## src/rtl/vc32_pkg.sv

```systemverilog
// Shared encodings for the vc32 memory path: arbiter states, grant and read-request codes.
package vc32_pkg;

    typedef enum logic [1:0] {
        StIdle,
        StOwn0,
        StOwn1,
        StGap
    } arb_state_e;

    typedef enum logic {
        OwnerM0 = 1'b0,
        OwnerM1 = 1'b1
    } owner_e;

    // One-hot grant codes
    localparam logic [1:0] GntNone = 2'b00;
    localparam logic [1:0] GntM0   = 2'b01;
    localparam logic [1:0] GntM1   = 2'b10;

    // Read-request codes
    localparam logic [1:0] RreqNone = 2'b00;
    localparam logic [1:0] RreqLo   = 2'b01;
    localparam logic [1:0] RreqHi   = 2'b10;
    localparam logic [1:0] RreqWord = 2'b11;

endpackage

```

## src/rtl/mem_arb_if.sv

```systemverilog
// Bundle of the two master request channels, the sequencer channel and the grant.
// slave: the arbiter's view; master: the view of the masters plus sequencer around it.
interface mem_arb_if #(
    parameter int unsigned RV = 16,
    parameter int unsigned PA = 22
);

    logic [PA-1:RV/16] m0_addrp;
    logic [1:0]        m0_rreq;
    logic [RV/8-1:0]   m0_wmask;
    logic [RV-1:0]     m0_wdata;
    logic              m0_rdone;
    logic              m0_wdone;

    logic [PA-1:RV/16] m1_addrp;
    logic [1:0]        m1_rreq;
    logic [RV/8-1:0]   m1_wmask;
    logic [RV-1:0]     m1_wdata;
    logic              m1_rdone;
    logic              m1_wdone;

    logic [RV-1:0]     m_rdata;

    logic [PA-1:RV/16] s_addrp;
    logic [1:0]        s_rreq;
    logic [RV/8-1:0]   s_wmask;
    logic [RV-1:0]     s_wdata;
    logic [RV-1:0]     s_rdata;
    logic              s_rdone;
    logic              s_wdone;

    logic [1:0]        grant;

    modport slave (
        input  m0_addrp, m0_rreq, m0_wmask, m0_wdata,
        input  m1_addrp, m1_rreq, m1_wmask, m1_wdata,
        input  s_rdata, s_rdone, s_wdone,
        output m0_rdone, m0_wdone, m1_rdone, m1_wdone, m_rdata,
        output s_addrp, s_rreq, s_wmask, s_wdata, grant
    );

    modport master (
        output m0_addrp, m0_rreq, m0_wmask, m0_wdata,
        output m1_addrp, m1_rreq, m1_wmask, m1_wdata,
        output s_rdata, s_rdone, s_wdone,
        input  m0_rdone, m0_wdone, m1_rdone, m1_wdone, m_rdata,
        input  s_addrp, s_rreq, s_wmask, s_wdata, grant
    );

endinterface

```

## src/rtl/mem_arb.sv

```systemverilog
// Two-master arbiter in front of the byte-bus sequencer. Alternates on contention,
// holds ownership until the sequencer reports completion, and inserts one idle GAP
// cycle after every transaction so the sequencer sees a zero request while recovering.
module mem_arb
    import vc32_pkg::*;
#(
    parameter int unsigned RV = 16,
    parameter int unsigned PA = 22
) (
    input logic      clk,
    input logic      reset_in,
    mem_arb_if.slave bus
);

    localparam int unsigned AW = PA - RV / 16;

    arb_state_e state_q;
    owner_e     last_owner_q;
    logic [1:0] grant_q;

    logic pend0;
    logic pend1;
    logic done_any;
    logic gnt0;
    logic gnt1;

    assign pend0    = (|bus.m0_rreq) || (|bus.m0_wmask);
    assign pend1    = (|bus.m1_rreq) || (|bus.m1_wmask);
    // Simultaneous rdone and wdone count as one completion
    assign done_any = bus.s_rdone || bus.s_wdone;

    // Arbitration FSM with registered grant and fairness history
    always_ff @(posedge clk) begin
        if (reset_in) begin
            state_q      <= StIdle;
            grant_q      <= GntNone;
            last_owner_q <= OwnerM1;
        end else begin
            case (state_q)
                StIdle: begin
                    if (pend0 && (!pend1 || last_owner_q == OwnerM1)) begin
                        state_q <= StOwn0;
                        grant_q <= GntM0;
                    end else if (pend1) begin
                        state_q <= StOwn1;
                        grant_q <= GntM1;
                    end
                end
                StOwn0: begin
                    if (done_any) begin
                        state_q      <= StGap;
                        grant_q      <= GntNone;
                        last_owner_q <= OwnerM0;
                    end
                end
                StOwn1: begin
                    if (done_any) begin
                        state_q      <= StGap;
                        grant_q      <= GntNone;
                        last_owner_q <= OwnerM1;
                    end
                end
                StGap: begin
                    state_q <= StIdle;
                    grant_q <= GntNone;
                end
                default: begin
                    state_q <= StIdle;
                    grant_q <= GntNone;
                end
            endcase
        end
    end

    // Forward the owner's request to the sequencer; drive zeros when nobody owns the bus
    always_comb begin
        bus.s_addrp = {AW{1'b0}};
        bus.s_rreq  = RreqNone;
        bus.s_wmask = '0;
        bus.s_wdata = {RV{1'b0}};
        case (state_q)
            StOwn0: begin
                bus.s_addrp = bus.m0_addrp;
                bus.s_rreq  = bus.m0_rreq;
                bus.s_wmask = bus.m0_wmask;
                bus.s_wdata = bus.m0_wdata;
            end
            StOwn1: begin
                bus.s_addrp = bus.m1_addrp;
                bus.s_rreq  = bus.m1_rreq;
                bus.s_wmask = bus.m1_wmask;
                bus.s_wdata = bus.m1_wdata;
            end
            default: ;
        endcase
        // Reset blocks requests combinationally, before the state register clears
        if (reset_in) begin
            bus.s_rreq  = RreqNone;
            bus.s_wmask = '0;
        end
    end

    // Completions route only to the current owner; done pulses outside ownership vanish
    assign gnt0 = grant_q[0] && !reset_in;
    assign gnt1 = grant_q[1] && !reset_in;

    assign bus.m0_rdone = bus.s_rdone && gnt0;
    assign bus.m0_wdone = bus.s_wdone && gnt0;
    assign bus.m1_rdone = bus.s_rdone && gnt1;
    assign bus.m1_wdone = bus.s_wdone && gnt1;
    assign bus.m_rdata  = bus.s_rdata;
    assign bus.grant    = grant_q;

endmodule
```

## src/flat_wrapper.sv

```systemverilog
// flat-port wrapper written by rule: the top's interface ports become plain ports
module mem_arb_flat import vc32_pkg::*;
#(
    parameter int unsigned RV = 16,
    parameter int unsigned PA = 22
)
  (clk, reset_in, bus_m0_addrp, bus_m0_rreq, bus_m0_wmask, bus_m0_wdata, bus_m1_addrp, bus_m1_rreq, bus_m1_wmask, bus_m1_wdata, bus_s_rdata, bus_s_rdone, bus_s_wdone, bus_m0_rdone, bus_m0_wdone, bus_m1_rdone, bus_m1_wdone, bus_m_rdata, bus_s_addrp, bus_s_rreq, bus_s_wmask, bus_s_wdata, bus_grant);
  mem_arb_if #(.RV(RV), .PA(PA)) bus_i ();
  input logic clk;
  input logic reset_in;
  input wire logic [$bits(bus_i.m0_addrp)-1:0] bus_m0_addrp;
  input wire logic [$bits(bus_i.m0_rreq)-1:0] bus_m0_rreq;
  input wire logic [$bits(bus_i.m0_wmask)-1:0] bus_m0_wmask;
  input wire logic [$bits(bus_i.m0_wdata)-1:0] bus_m0_wdata;
  input wire logic [$bits(bus_i.m1_addrp)-1:0] bus_m1_addrp;
  input wire logic [$bits(bus_i.m1_rreq)-1:0] bus_m1_rreq;
  input wire logic [$bits(bus_i.m1_wmask)-1:0] bus_m1_wmask;
  input wire logic [$bits(bus_i.m1_wdata)-1:0] bus_m1_wdata;
  input wire logic [$bits(bus_i.s_rdata)-1:0] bus_s_rdata;
  input wire logic [$bits(bus_i.s_rdone)-1:0] bus_s_rdone;
  input wire logic [$bits(bus_i.s_wdone)-1:0] bus_s_wdone;
  output wire logic [$bits(bus_i.m0_rdone)-1:0] bus_m0_rdone;
  output wire logic [$bits(bus_i.m0_wdone)-1:0] bus_m0_wdone;
  output wire logic [$bits(bus_i.m1_rdone)-1:0] bus_m1_rdone;
  output wire logic [$bits(bus_i.m1_wdone)-1:0] bus_m1_wdone;
  output wire logic [$bits(bus_i.m_rdata)-1:0] bus_m_rdata;
  output wire logic [$bits(bus_i.s_addrp)-1:0] bus_s_addrp;
  output wire logic [$bits(bus_i.s_rreq)-1:0] bus_s_rreq;
  output wire logic [$bits(bus_i.s_wmask)-1:0] bus_s_wmask;
  output wire logic [$bits(bus_i.s_wdata)-1:0] bus_s_wdata;
  output wire logic [$bits(bus_i.grant)-1:0] bus_grant;
  assign bus_i.m0_addrp = bus_m0_addrp;
  assign bus_i.m0_rreq = bus_m0_rreq;
  assign bus_i.m0_wmask = bus_m0_wmask;
  assign bus_i.m0_wdata = bus_m0_wdata;
  assign bus_i.m1_addrp = bus_m1_addrp;
  assign bus_i.m1_rreq = bus_m1_rreq;
  assign bus_i.m1_wmask = bus_m1_wmask;
  assign bus_i.m1_wdata = bus_m1_wdata;
  assign bus_i.s_rdata = bus_s_rdata;
  assign bus_i.s_rdone = bus_s_rdone;
  assign bus_i.s_wdone = bus_s_wdone;
  assign bus_m0_rdone = bus_i.m0_rdone;
  assign bus_m0_wdone = bus_i.m0_wdone;
  assign bus_m1_rdone = bus_i.m1_rdone;
  assign bus_m1_wdone = bus_i.m1_wdone;
  assign bus_m_rdata = bus_i.m_rdata;
  assign bus_s_addrp = bus_i.s_addrp;
  assign bus_s_rreq = bus_i.s_rreq;
  assign bus_s_wmask = bus_i.s_wmask;
  assign bus_s_wdata = bus_i.s_wdata;
  assign bus_grant = bus_i.grant;
  mem_arb #(.RV(RV), .PA(PA)) u_core (.clk(clk), .reset_in(reset_in), .bus(bus_i));
endmodule
```

## config.mk

```make
export PLATFORM = sky130hd
export DESIGN_NAME = mem_arb_flat
export DESIGN_NICKNAME = d
export VERILOG_FILES = /design/src/rtl/vc32_pkg.sv /design/src/rtl/mem_arb_if.sv /design/src/rtl/mem_arb.sv /design/src/flat_wrapper.sv
export SDC_FILE = /design/constraint.sdc
export NUM_CORES = 1
export LEC_CHECK = 0
export BUFFER_PORTS_ARGS = -buffer_cell sky130_fd_sc_hd__buf_2
export CORE_ASPECT_RATIO = 0.6
export CORE_MARGIN = 5
export CORE_UTILIZATION = 29
export CTS_CLUSTER_SIZE = 8
export DETAILED_ROUTE_END_ITERATION = 8
export HOLD_SLACK_MARGIN = 0.12
export PLACE_DENSITY = 0.82
export SKIP_LAST_GASP = 1
export SYNTH_ARGS = -nofsm -noshare
export SYNTH_HDL_FRONTEND = slang
export SYNTH_SLANG_ARGS = --single-unit
```

## constraint.sdc

```tcl
create_clock -name clk -period 2 [get_ports clk]
set_input_delay 0 -clock clk [delete_from_list [all_inputs] [get_ports clk]]
set_output_delay 0 -clock clk [all_outputs]
set_load 0.1 [all_outputs]
```

==> flow_summary.json, run 1 <==
{
  "path_clk_slew_ns": 0.04,
  "wire_per_inst_um": 16.9,
  "max_freq_ghz": 0.538,
  "switching_power_uw": 2680,
  "final-hold-violation-count": 0,
  "synth_top_cell_by_area": "a22oi_1",
  "worst_slack_ns": 0.140,
  "via_count": 1688,
  "final_area_mm2": 0.00252,
  "yosysTopAreaCellShare": 0.296,
  "syn2layout_area_growth_pct": 142,
  "avgSynthCellArea_um2": 6.63,
  "placementRows": 16,
  "ioPinCount": 165,
  "worst_ep_required_time_ns": 2.00,
  "status": "complete, no violations",
  "die_h_um": 56.4,
  "clk_latency_ns": 0.22,
  "grt_pass1_wl_um": 8320,
  "tritoncts": "yes",
  "critPathKind": "reg2out",
  "synth_area_mm2": 0.00104,
  "synthArstFlopShare": 0,
  "placed_area_mm2": 0.00228,
  "place_congestion": 0.787,
  "max_stage_delay_ns": 0.38,
  "clock-sinks": 5,
  "grt_use_total": 0.208,
  "ys_ff_latch": 5,
  "yosysMostFrequentCell": "nor2_1",
  "dr.pass1.iters": 4,
  "fin_crit_sh": 0.930,
  "path_cells": "inv_1 > ha_1 > clkinvlp_4 > buf_4 > nor2_1 > buf_12",
  "rsz0062_at_grt": "false",
  "end_kind": "primary output",
  "yosys_warnings": 0,
  "place_ws_ns": 0.292,
  "synth_area_leaders": "a22oi_1, nor2_1, buf_4",
  "pwr-share-comb": 0.913,
  "clkPwrFrac": 0.046,
  "finalPower_uw": 4170,
  "crit_arrival_ns": 1.86,
  "internal-power_uw": 1490,
  "power.density_mw_per_mm2": 1660,
  "p_leak_uw": 0.00112,
  "crit_fanout": 12,
  "fin_nets": 393,
  "synth_enable_flop_cells": 0,
  "ys.flop_type": "dfxtp_1",
  "htree_levels": 1,
  "coreArea_mm2": 0.00336,
  "drtIter0Drc": 71,
  "clockBufferDepth": 2,
  "first_global_vias": 1727,
  "start_util": 0.310,
  "power.share.switching": 0.643,
  "syn_inst": 157,
  "port_buffers": 132,
  "worstHoldPathType": "in2reg",
  "synth.net_count": 262,
  "n_fill_cell": 245,
  "grt_max_degree": 29,
  "irDropWorstVdd_v": 0.000939,
  "cts_made_buffers": 3,
  "drive_gt1_frac": 0.551,
  "ant_nets": 0,
  "crit_path_start_kind": "register",
  "critPathSlowestCell": "ha_1",
  "holdWs_ns": 0.234,
  "finalSetupViolations": 0,
  "finalCriticalPeriod_ns": 1.86,
  "die_area_mm2": 0.00493,
  "synth.distinct_cells": 28,
  "via_per_inst": 5.08,
  "cts_root_buffer": "clkbuf_8",
  "grt-ovfl-total": 0,
  "power.share.sequential": 0.041,
  "synthTopCellsByCount": "nor2_1, a22oi_1, buf_4",
  "ys_seq_area_frac": 0.0962,
  "drv_slew": 0,
  "die_w_um": 87.4,
  "worst_pin_slew_ns": 1.01,
  "antenna_found_initial": 0,
  "drv_cap": 0,
  "dpl.hpwl_um": 4160,
  "fin_worst_skew_ns": 0.00202,
  "wirelength_um": 5630,
  "slew-limit-headroom": 0.325,
  "drc_errors": 0,
  "antenna_cells": 0
}
-- timing repair --
action	4_1_cts	5_1_grt
gates resized for setup	0	1
setup buffers	0	2
hold buffers	17	0
endpoints found under the hold margin	17	0
endpoints found under the setup margin	0	24
-- critical path, delay by kind of cell (launching register included) --
family | cells | cell delay (ns)
AND/OR/NAND/NOR | 1 | 0.22
flip-flops | 1 | 0.37
adder cells (fa/ha/maj) | 1 | 0.38
buffers and inverters | 4 | 0.65
-- power groups by stage --
stage | clock [uW] | combinational [uW] | sequential (uW)
after floorplan | 0 | 2390 | 276
after global routing | 198 | 3950 | 176
after CTS | 192 | 3760 | 170
after detailed placement | 0 | 3600 | 171
final | 191 | 3810 | 172
after global placement | 0 | 3560 | 165
-- worst paths after layout --
path / from / end / slack, ns / cells past startpoint
max reg2reg: u_core.state_q[1] / u_core.bus.grant[1] / 0.25 / 5
min reg2reg: u_core.state_q[0] / u_core.state_q[0] / 0.53 / 1
max: u_core.state_q[1] / bus_s_wdata[7] / 0.14 / 6
min: bus_s_wdone / u_core.bus.grant[0] / 0.23 / 4
-- per-stage QoR --
step	setup TNS (ns)	cells	utilization
6_report	0	332	0.749
5_1_grt	0	332	0.749
4_1_cts	0	330	0.743
3_5_place_dp	0	309	0.679
3_3_place_gp	0	309	0.679
2_1_floorplan	-16.00	157	-
-- cell families (layout without fill, tap and decap cells) --
| kind of cell | count (synthesis) | count (layout) | share of synthesized area |
|---|---|---|---|
| buf+inv | 36 | 166 | 0.188 |
| flops | 5 | 5 | 0.0962 |
| compound gates | 53 | 53 | 0.393 |
| fa+ha+maj | 3 | 3 | 0.0361 |
| simple gates | 60 | 60 | 0.287 |
-- placed cells by master (no fill, tap or decap), drive strengths merged --
cell type    instances
o32a                 2
nor2                45
or4                  2
buf                139
nor3                 3
dfxtp                5
clkbuf               4
a221oi               1
or2                  1
o32ai                1
ha                   3
clkinvlp             1
o21ai                1
inv                  5
a22oi               41
nor3b                2
dlygate4sd3         17
nand2b               3
a2111oi              1
and2b                1
o21bai               1
and4                 1
nor4                 2
a311oi               1
a21oi                3
a31oi                1
-- layer usage --
metal	GRT usage	vias to the layer above	share of wire
met4	0.0591	0	0.018
met3	0.0380	10	0.10
met2	0.403	88	0.54
li1	-	820	-
met1	0.226	770	0.34
met5	0	-	0
-- sequential cells by signal (all words and copies together), names as in the netlist --
register,count
u_core.bus.grant,2
u_core.state_q,2
u_core.last_owner_q,1
-- cell type report --
type,count,area [um^2],share of cell area
sequential,5,101,0.0402
tap,45,56.3,0.0224
timing repair buffer,156,1510,0.600
clock buffer,4,45.0,0.0179
multi-input combinational,116,778,0.309
inverter,6,26.3,0.0104
Note: power is estimated with default switching activity, not from simulation.
==> run 2, diff against run 1 <==
==> constraint.sdc (replaced) <==
create_clock -name clk -period 1.9 [get_ports clk]
set_input_delay 0 -clock clk [delete_from_list [all_inputs] [get_ports clk]]
set_output_delay 0 -clock clk [all_outputs]
set_load 0.1 [all_outputs]
==> run 2 against run 1 <==
Compared with the run above: first-iteration DRC count is 20% higher; global-route usage up 2.1 points; utilization rose by 8.0 points; clock power increased by 9.9%; critical path depth unchanged; via count is 1.8% higher; combinational power up 19%; largest power group unchanged.
==> flow_summary.json, run 2 (synthesis results as in run 1) <==
{
  "status": "complete, no violations",
  "drc_errors": 0,
  "rsz0062_at_grt": "true",
  "syn2layout_area_growth_pct": 168,
  "drv_cap": 0,
  "finalSetupViolations": 0,
  "final-hold-violation-count": 0,
  "slew-limit-headroom": 0.333,
  "finalPower_uw": 4910,
  "finalCriticalPeriod_ns": 1.77,
  "htree_levels": 1,
  "power.share.sequential": 0.036,
  "dpl.hpwl_um": 4380,
  "post_cts_buffers": 0,
  "power.share.switching": 0.657,
  "port_buffers": 132,
  "grt-ovfl-total": 0,
  "hold_path_depth": 4,
  "die_h_um": 56.4,
  "antenna_found_initial": 0,
  "end_kind": "primary output",
  "reg2reg_from": "u_core.state_q[1]",
  "drive_gt1_frac": 0.690,
  "p_leak_uw": 0.00113,
  "crit_fanout": 12,
  "power.density_mw_per_mm2": 1760,
  "via_count": 1719,
  "clock-sinks": 5,
  "area.sequential_um2": 101,
  "pwr-share-comb": 0.921,
  "fin_worst_skew_ns": 0.00587,
  "clockBufferDepth": 2,
  "worst_ep_required_time_ns": 1.90,
  "critPathKind": "reg2out",
  "clkPwrFrac": 0.043,
  "cts_made_buffers": 3,
  "first_global_vias": 1722,
  "worst_pin_slew_ns": 0.997,
  "placementRows": 16,
  "worstHoldPathType": "in2reg",
  "place_congestion": 0.858,
  "fin_nets": 393,
  "cts_root_buffer": "clkbuf_8",
  "grt_max_degree": 23,
  "tritoncts": "yes",
  "via_per_inst": 5.18,
  "hp-start": "bus_s_rdone",
  "r2r-end": "u_core.bus.grant[1]",
  "drtIter0Drc": 85,
  "hold_path_end": "u_core.last_owner_q",
  "final_cell_mix": "buf_2, buf_12, a22oi_1",
  "die_area_mm2": 0.00493,
  "r2r_cells": 5,
  "irDropWorstVdd_v": 0.00121,
  "r2r_setup_slack_ns": 0.15,
  "multiInputGateArea_mm2": 0.00105,
  "start_util": 0.310,
  "internal-power_uw": 1680,
  "crit_arrival_ns": 1.77,
  "holdWs_ns": 0.213,
  "fin_crit_sh": 0.932,
  "antenna_cells": 0,
  "clk_latency_ns": 0.23,
  "n_fill_cell": 217,
  "drv_slew": 0,
  "wire_per_inst_um": 17.3,
  "path_clk_slew_ns": 0.04,
  "max_freq_ghz": 0.565,
  "grt_pass1_wl_um": 9020,
  "grt_use_total": 0.229,
  "layout_commonest_cell": "buf_2",
  "ant_nets": 0,
  "wirelength_um": 5750,
  "die_w_um": 87.4,
  "crit_path_start_kind": "register",
  "dr.pass1.iters": 4,
  "switching_power_uw": 3220,
  "coreArea_mm2": 0.00336,
  "ioPinCount": 165
}
run 2: cell types whose count changed in the layout (fill, tap and decap cells not counted):
cell | before | now
clkbuf_1 | 1 | 0
clkinv_2 | 0 | 1
clkinvlp_4 | 1 | 0
inv_4 | 0 | 1
nor2_1 | 41 | 2
nor2_2 | 4 | 9
nor2_4 | 0 | 34
run 2: area by class of cell:
class                      instances  area share
timing repair buffer             156       0.542
multi-input combinational        116       0.375
sequential                         5      0.0364
tap                               45      0.0202
clock buffer                       3      0.0148
inverter                           6     0.00898
clock inverter                     1     0.00180
run 2: through the flow:
stage	worst slack [ns]	instance area, um^2	util	TNS [ns]	instances
2_1_floorplan	-0.0446	1350	-	-0.468	157
3_3_place_gp	0.376	2570	0.764	0	311
3_5_place_dp	0.243	2570	0.764	0	311
4_1_cts	0.103	2790	0.828	0	332
5_1_grt	-0.0282	2790	0.828	-0.0282	332
6_report	0.130	2790	0.828	0	332
run 2: power by group through the flow:
stage | clock network, uW | registers [uW] | logic (uW)
after floorplan | 0 | 291 | 3060
after global placement | 0 | 175 | 4300
after detailed placement | 0 | 179 | 4360
after CTS | 216 | 178 | 4530
after global routing | 222 | 184 | 4690
final | 210 | 179 | 4520
run 2: repair_timing:
item,4_1_cts,5_1_grt
hold buffers,17,0
setup endpoints to repair,0,14
hold endpoints to repair,17,0
resized for setup,0,1
run 2: worst max-delay path, stage by stage, from the launching register on:
cell and delay [ns]:
dfxtp_1 0.35, inv_1 0.08, ha_1 0.37, inv_4 0.14, buf_4 0.33, nor2_4 0.08
buf_12 0.17
run 2: metal layers:
layer  global-route usage  part of all wire  vias to the layer above
met5                    0                 0                        -
met4               0.0460            0.0077                        0
met3               0.0760              0.13                        4
met2                0.412              0.53                      107
met1                0.262              0.33                      786
li1                     -                 -                      822
run 2: worst max path at each step:
stage                            startpoint                   to  slack, ns  cells after the start
final                     u_core.state_q[0]      bus_s_addrp[20]       0.13                      6
after CTS                 u_core.state_q[0]      bus_s_addrp[20]       0.10                      6
after global placement    u_core.state_q[0]  u_core.bus.grant[1]       0.38                      5
after detailed placement  u_core.state_q[0]  u_core.bus.grant[1]       0.24                      5
after global routing      u_core.state_q[1]  u_core.bus.grant[1]      -0.03                      5
after floorplan           u_core.state_q[0]      bus_s_addrp[10]      -0.04                      6
